$ cat src/rtl/axi_write_buffer_pkg.sv
// axi_write_buffer_pkg: AXI constants, FSM encodings and FIFO entry layout for the posted-write buffer
package axi_write_buffer_pkg;
    localparam logic [1:0] BURST_INCR = 2'b01;
    localparam logic [2:0] SIZE_WORD  = 3'd2;
    localparam logic [3:0] LEN_SINGLE = 4'd0;
    localparam logic [1:0] ST_IDLE = 2'd0;
    localparam logic [1:0] ST_SEND = 2'd1;
    localparam logic [1:0] ST_RESP = 2'd2;
    localparam int ADDR_W = 32;
    localparam int DATA_W = 32;
    localparam int STRB_W = 4;
    localparam int SIZE_W = 3;
    typedef struct packed {
        logic [ADDR_W-1:0] addr;
        logic [DATA_W-1:0] data;
        logic [STRB_W-1:0] strb;
        logic [SIZE_W-1:0] size;
    } entry_t;
endpackage

$ cat src/rtl/axi_write_buffer_fifo.sv
// wb_fifo: store FIFO with occupancy tracking and word-address match against all pending entries
module wb_fifo
    import axi_write_buffer_pkg::*;
#(
    parameter int DEPTH = 4
) (
    input  logic        clk,
    input  logic        rst,
    input  logic        push,
    input  logic        pop,
    input  entry_t      din,
    output entry_t      head,
    output logic        full,
    output logic        empty,
    input  logic [29:0] q_word,
    output logic        q_hit
);
    localparam int AW = $clog2(DEPTH);
    entry_t            mem [DEPTH];
    logic [AW-1:0]     wr_ptr;
    logic [AW-1:0]     rd_ptr;
    logic [AW:0]       cnt;
    logic [DEPTH-1:0]  occ;
    logic [DEPTH-1:0]  match;
    // pointers wrap naturally; count moves only when push and pop differ
    always_ff @(posedge clk) begin
        if (rst) begin
            wr_ptr <= '0;
            rd_ptr <= '0;
            cnt    <= '0;
        end else begin
            if (push) wr_ptr <= wr_ptr + 1'b1;
            if (pop) rd_ptr <= rd_ptr + 1'b1;
            cnt <= cnt + (AW+1)'(push) - (AW+1)'(pop);
        end
    end
    // storage needs no reset: occupancy comes from rd_ptr/count, never from stale contents
    always_ff @(posedge clk) begin
        if (push) mem[wr_ptr] <= din;
    end
    for (genvar i = 0; i < DEPTH; i++) begin : g_slot
        logic [AW-1:0] off;
        assign off      = AW'(i) - rd_ptr;
        assign occ[i]   = {1'b0, off} < cnt;
        assign match[i] = mem[i].addr[31:2] == q_word;
    end
    assign head  = mem[rd_ptr];
    assign full  = cnt == (AW+1)'(DEPTH);
    assign empty = cnt == '0;
    assign q_hit = |(occ & match);
endmodule

$ cat src/rtl/axi_write_buffer.sv
// axi_write_buffer: posted store FIFO drained as single-beat AXI writes, one outstanding at a time
module axi_write_buffer
    import axi_write_buffer_pkg::*;
#(
    parameter int         DEPTH  = 4,
    parameter logic [3:0] AXI_ID = 4'd1
) (
    input  logic        clk,
    input  logic        rst,
    input  logic        wb_req,
    input  logic [31:0] wb_addr,
    input  logic [31:0] wb_wdata,
    input  logic [3:0]  wb_wstrb,
    input  logic [2:0]  wb_size,
    output logic        wb_addr_ok,
    output logic        wb_empty,
    input  logic [31:0] q_addr,
    output logic        q_hit,
    output logic [3:0]  awid,
    output logic [31:0] awaddr,
    output logic [3:0]  awlen,
    output logic [2:0]  awsize,
    output logic [1:0]  awburst,
    output logic [1:0]  awlock,
    output logic [3:0]  awcache,
    output logic [2:0]  awprot,
    output logic        awvalid,
    input  logic        awready,
    output logic [3:0]  wid,
    output logic [31:0] wdata,
    output logic [3:0]  wstrb,
    output logic        wlast,
    output logic        wvalid,
    input  logic        wready,
    input  logic [3:0]  bid,
    input  logic [1:0]  bresp,
    input  logic        bvalid,
    output logic        bready
);
    logic [1:0] state;
    logic       full;
    logic       fifo_empty;
    logic       push;
    logic       pop;
    logic       unused;
    entry_t     wr_entry;
    entry_t     head;
    assign wr_entry   = '{addr: wb_addr, data: wb_wdata, strb: wb_wstrb, size: wb_size};
    assign wb_addr_ok = !full;
    assign push       = wb_req && !full;
    assign pop        = state == ST_RESP && bvalid;
    assign bready     = state == ST_RESP;
    assign wb_empty   = fifo_empty && state == ST_IDLE;
    assign unused     = ^{bid, bresp, q_addr[1:0]};
    wb_fifo #(.DEPTH(DEPTH)) u_fifo (
        .clk    (clk),
        .rst    (rst),
        .push   (push),
        .pop    (pop),
        .din    (wr_entry),
        .head   (head),
        .full   (full),
        .empty  (fifo_empty),
        .q_word (q_addr[31:2]),
        .q_hit  (q_hit)
    );
    // AW and W handshakes complete independently; head stays queued until B arrives
    always_ff @(posedge clk) begin
        if (rst) begin
            state   <= ST_IDLE;
            awvalid <= 1'b0;
            wvalid  <= 1'b0;
        end else begin
            case (state)
                ST_IDLE: if (!fifo_empty) begin
                    state   <= ST_SEND;
                    awvalid <= 1'b1;
                    wvalid  <= 1'b1;
                end
                ST_SEND: begin
                    if (awready) awvalid <= 1'b0;
                    if (wready) wvalid <= 1'b0;
                    if ((!awvalid || awready) && (!wvalid || wready)) state <= ST_RESP;
                end
                ST_RESP: if (bvalid) state <= ST_IDLE;
                default: state <= ST_IDLE;
            endcase
        end
    end
    assign awid    = AXI_ID;
    assign wid     = AXI_ID;
    assign awaddr  = head.addr;
    assign awsize  = head.size;
    assign wdata   = head.data;
    assign wstrb   = head.strb;
    assign awlen   = LEN_SINGLE;
    assign awburst = BURST_INCR;
    assign awlock  = 2'b00;
    assign awcache = 4'b0000;
    assign awprot  = 3'b000;
    assign wlast   = 1'b1;
endmodule

$ cat config.mk
export PLATFORM = sky130hd
export DESIGN_NAME = axi_write_buffer
export DESIGN_NICKNAME = d
export VERILOG_FILES = /design/src/rtl/axi_write_buffer_pkg.sv /design/src/rtl/axi_write_buffer_fifo.sv /design/src/rtl/axi_write_buffer.sv
export SDC_FILE = /design/constraint.sdc
export NUM_CORES = 1
export LEC_CHECK = 0
export ABC_AREA = 1
export BUFFER_PORTS_ARGS = -buffer_cell sky130_fd_sc_hd__buf_2
export CORE_MARGIN = 3
export CORE_UTILIZATION = 61
export CTS_BUF_LIST = sky130_fd_sc_hd__clkbuf_4 sky130_fd_sc_hd__clkbuf_8
export CTS_CLUSTER_SIZE = 14
export DETAILED_ROUTE_END_ITERATION = 10
export GPL_TIMING_DRIVEN = 0
export PLACE_DENSITY = 0.86
export SLEW_MARGIN = 30
export SYNTH_ARGS = -nofsm -noshare
export SYNTH_HDL_FRONTEND = slang
export SYNTH_HIERARCHICAL = 1
export SYNTH_SLANG_ARGS = --single-unit
$ cat constraint.sdc
create_clock -name clk -period 7.8 [get_ports clk]
set_input_delay 1.56 -clock clk [delete_from_list [all_inputs] [get_ports clk]]
set_output_delay 1.56 -clock clk [all_outputs]
set_load 0.02 [all_outputs]
==> run_results.csv <==
group,metric,value,unit
status,status,"finished, final reports clean",
logic_synthesis,yosysTopAreaCell,"edfxtp_1",
run,max_cap_viol_count,0,
logic_synthesis,synth_flop_cell,"edfxtp_1",
worst_setup_path,reg2reg_to,"u_fifo/cnt[2]",
sta,tightestPinTransition,0.618,ns
drt,wl_per_cell,18.7,um
hold_path,hp-class,"flop to flop",
clocking,cts_hold_buf,0,
drt,drc,0,
worst_setup_path,cp_num_buf_inv,3,
sta,setup_slack,3.40,ns
worst_setup_path,critPathSlowestCell,"nor2_1",
logic_synthesis,ys_ff_latch,297,
logic_synthesis,synth_enable_flop_cells,284,
sta,fin_setup_tns,0,ns
sta,hold_viol,0,
clocking,cts_sinks,297,
logic_synthesis,synth_area,13400,sq um
sta,fin_crit_sh,0.565,
clocking,cts_tree,"built",
floorplan,start_util,0.628,
floorplan,rows,53,
global_routing,grt_pass1_vias,10130,
clocking,tritoncts.num_buffers,46,
global_routing,antenna_found_initial,6,
global_routing,grt_max_degree,54,
floorplan,die_h,154,um
cells_and_area,area_growth,17.7,%
drt,maxUsedRoutingLayer,"met5",
cells_and_area,fin_nets,1647,
global_routing,grt_usage,0.280,
global_routing,grt_overflow,0,
power_and_ir_drop,ir_drop,0.000238,V
clocking,cts-root-buf,"clkbuf_8",
cells_and_area,drive_gt1_frac,0.225,
clocking,cts_resized,0,
power_and_ir_drop,p_per_area,261,nW/um^2
sta,fin_crit,4.40,ns
global_routing,grt_pass1_wl,51.6,mm
worst_setup_path,rrSetupSlack,5.71,ns
power_and_ir_drop,leakage,6.52,nW
clocking,insertion_delay,0.58,ns
worst_setup_path,endpoint_kind,"output port",
sta,slew_violations,0,
hold_path,holdPathStages,2,
drt,met3WireLength,4.06,mm
drt,drt_iter0_markers,989,
sta,fmax,0.227,GHz
drt,wl_met1,12.2,mm
floorplan,core,21300,sq um
logic_synthesis,ys_warn_count,6,
worst_setup_path,cp_cell_sequence,"buf_2 -> inv_2 -> nand2_1 -> nand2_1 -> nor2_1 -> nand2_1 -> nor2_1 -> nand3_1 -> nor2_1 -> nor2_1 -> nand2_1 -> buf_2",
drt,dr.pass1.iters,5,
worst_setup_path,critPathKind,"primary input to output port",
worst_setup_path,required,6.24,ns
logic_synthesis,ys_top_cells_by_count,"edfxtp_1 (284), nand2_1 (243), nor2_1 (176), o21ai_0 (129), inv_1 (87)",
sta,finalSetupViolCount,0,
logic_synthesis,yosysSeqAreaShare,0.657,
hold_path,worstHoldStart,"awvalid",
drt,wirelength,34.2,mm
drt,viasPerCell,5.62,
logic_synthesis,async_flop_share,0,
logic_synthesis,synth_cell_types,28,
clocking,post_cts_buffers,0,
clocking,htreeDepth,2,
sta,skew,0.0279,ns
worst_setup_path,timing.rr.start,"state[1]",
placed_design,dp_hpwl,22.7,mm
logic_synthesis,post-synth-top-count-cell,"edfxtp_1",
placed_design,gp_congestion,0.922,
worst_setup_path,crit_arrival,2.84,ns
worst_setup_path,r2r_cells,9,
worst_setup_path,cp_slowest_stage_delay,0.22,ns
sta,slew_headroom,0.588,
floorplan,die_area,23700,sq um
logic_synthesis,synth_cells,1266,
placed_design,io_buffers,181,
floorplan,ioPinCount,216,
power_and_ir_drop,finalPower,4.11,mW
floorplan,die_x,154,um
clocking,clk_path_buf_depth,3,
logic_synthesis,netlist_top_cells_area,"edfxtp_1 (64%), nand2_1 (6.8%), nor2_1 (4.9%)",
drt,ant_nets,0,
logic_synthesis,synth_top_area_frac,0.638,
hold_path,worstHoldEndpoint,"awvalid",
worst_setup_path,path_delay_family,"simple AND/OR/NAND/NOR gates",
drt,vias,10300,
worst_setup_path,start_kind,"primary input",
placed_design,pre_cts_ws,3.43,ns
logic_synthesis,syn_area_per_cell,10.6,sq um
worst_setup_path,crit_fanout,5,
sta,rsz0062_at_grt,"no",
clocking,clk_pin_slew,0.05,ns
drt,route.met2.wl,16.8,mm
[registers in the layout, indices dropped and copies added (netlist names), named ones only]
register / count
state: 2
u_fifo/mem: 284
awvalid: 1
u_fifo/rd_ptr: 2
u_fifo/wr_ptr: 2
wvalid: 1
u_fifo/cnt: 3
[where the power goes]
part	switching [mW]	internal (mW)	leakage, nW
clock network	0.577	0.687	0.480
logic	0.574	0.261	3.33
registers	0.0717	1.94	2.71
total	1.22	2.89	6.52
[metrics by stage]
| step | util | hold WS [ns] | area [sq um] | std cells |
|---|---|---|---|---|
| 2_1_floorplan | - | 0.490 | 13500 | 1288 |
| 3_3_place_gp | 0.691 | 0.474 | 14700 | 1744 |
| 3_5_place_dp | 0.697 | 0.491 | 14800 | 1748 |
| 4_1_cts | 0.739 | 0.499 | 15700 | 1829 |
| 5_1_grt | 0.739 | 0.522 | 15700 | 1830 |
| 6_report | 0.740 | 0.494 | 15700 | 1832 |
[final cells by class]
type / count / area, sq um
Multi-Input combinational cell: 802 / 3820
Tap cell: 275 / 344
Sequential cell: 297 / 8790
Buffer: 73 / 418
Antenna cell: 3 / 7.51
Fill cell: 1440 / 5540
Inverter: 116 / 455
Clock buffer: 66 / 790
Clock inverter: 15 / 106
Timing Repair Buffer: 185 / 1020
[layer usage]
| layer | up-vias | track usage |
|---|---|---|
| met5 | - | 0 |
| met4 | 10 | 0.111 |
| met3 | 103 | 0.0757 |
| met2 | 656 | 0.478 |
| met1 | 4739 | 0.339 |
| li1 | 4792 | - |
[cells by family after synthesis]
kind of cell,count (synthesis),share of synthesized area
adder cells (fa/ha/maj),11,0.0109
flip-flops,297,0.657
XOR/XNOR,46,0.0301
other,2,0.000561
AND/OR/NAND/NOR,453,0.132
AO/OA/AOI/OAI,268,0.106
buffers and inverters,189,0.0638
[worst max-delay path by stage]
| stage | cells past startpoint | to | slack [ns] | from |
|---|---|---|---|---|
| after floorplan | 8 | q_hit | 3.85 | q_addr[30] |
| after global placement | 5 | u_fifo/mem[3][8] | 2.83 | wb_req |
| after detailed placement | 12 | q_hit | 3.43 | q_addr[11] |
| after CTS | 12 | q_hit | 3.44 | q_addr[11] |
| after global routing | 12 | q_hit | 3.23 | q_addr[11] |
| final | 12 | q_hit | 3.40 | q_addr[11] |
[cell usage in the layout, fill, tap and decap left out, types with 29 or more instances in the layout]
cell,count
buf_4,32
o22ai_1,53
buf_2,200
nand2_1,243
o21ai_0,129
a21oi_1,58
inv_2,29
nor2_1,176
inv_1,83
edfxtp_1,284
clkbuf_8,47
[worst register-to-register path, stage by stage (launching register included)]
cell and delay, ns:
dfxtp_1 0.39, inv_1 0.10, nor3_1 0.39, ha_1 0.21, inv_1 0.04, ha_1 0.18
fa_1 0.39, inv_1 0.08, o21ai_0 0.11, a21oi_1 0.14
No activity file was read; power rests on OpenSTA's default activity.
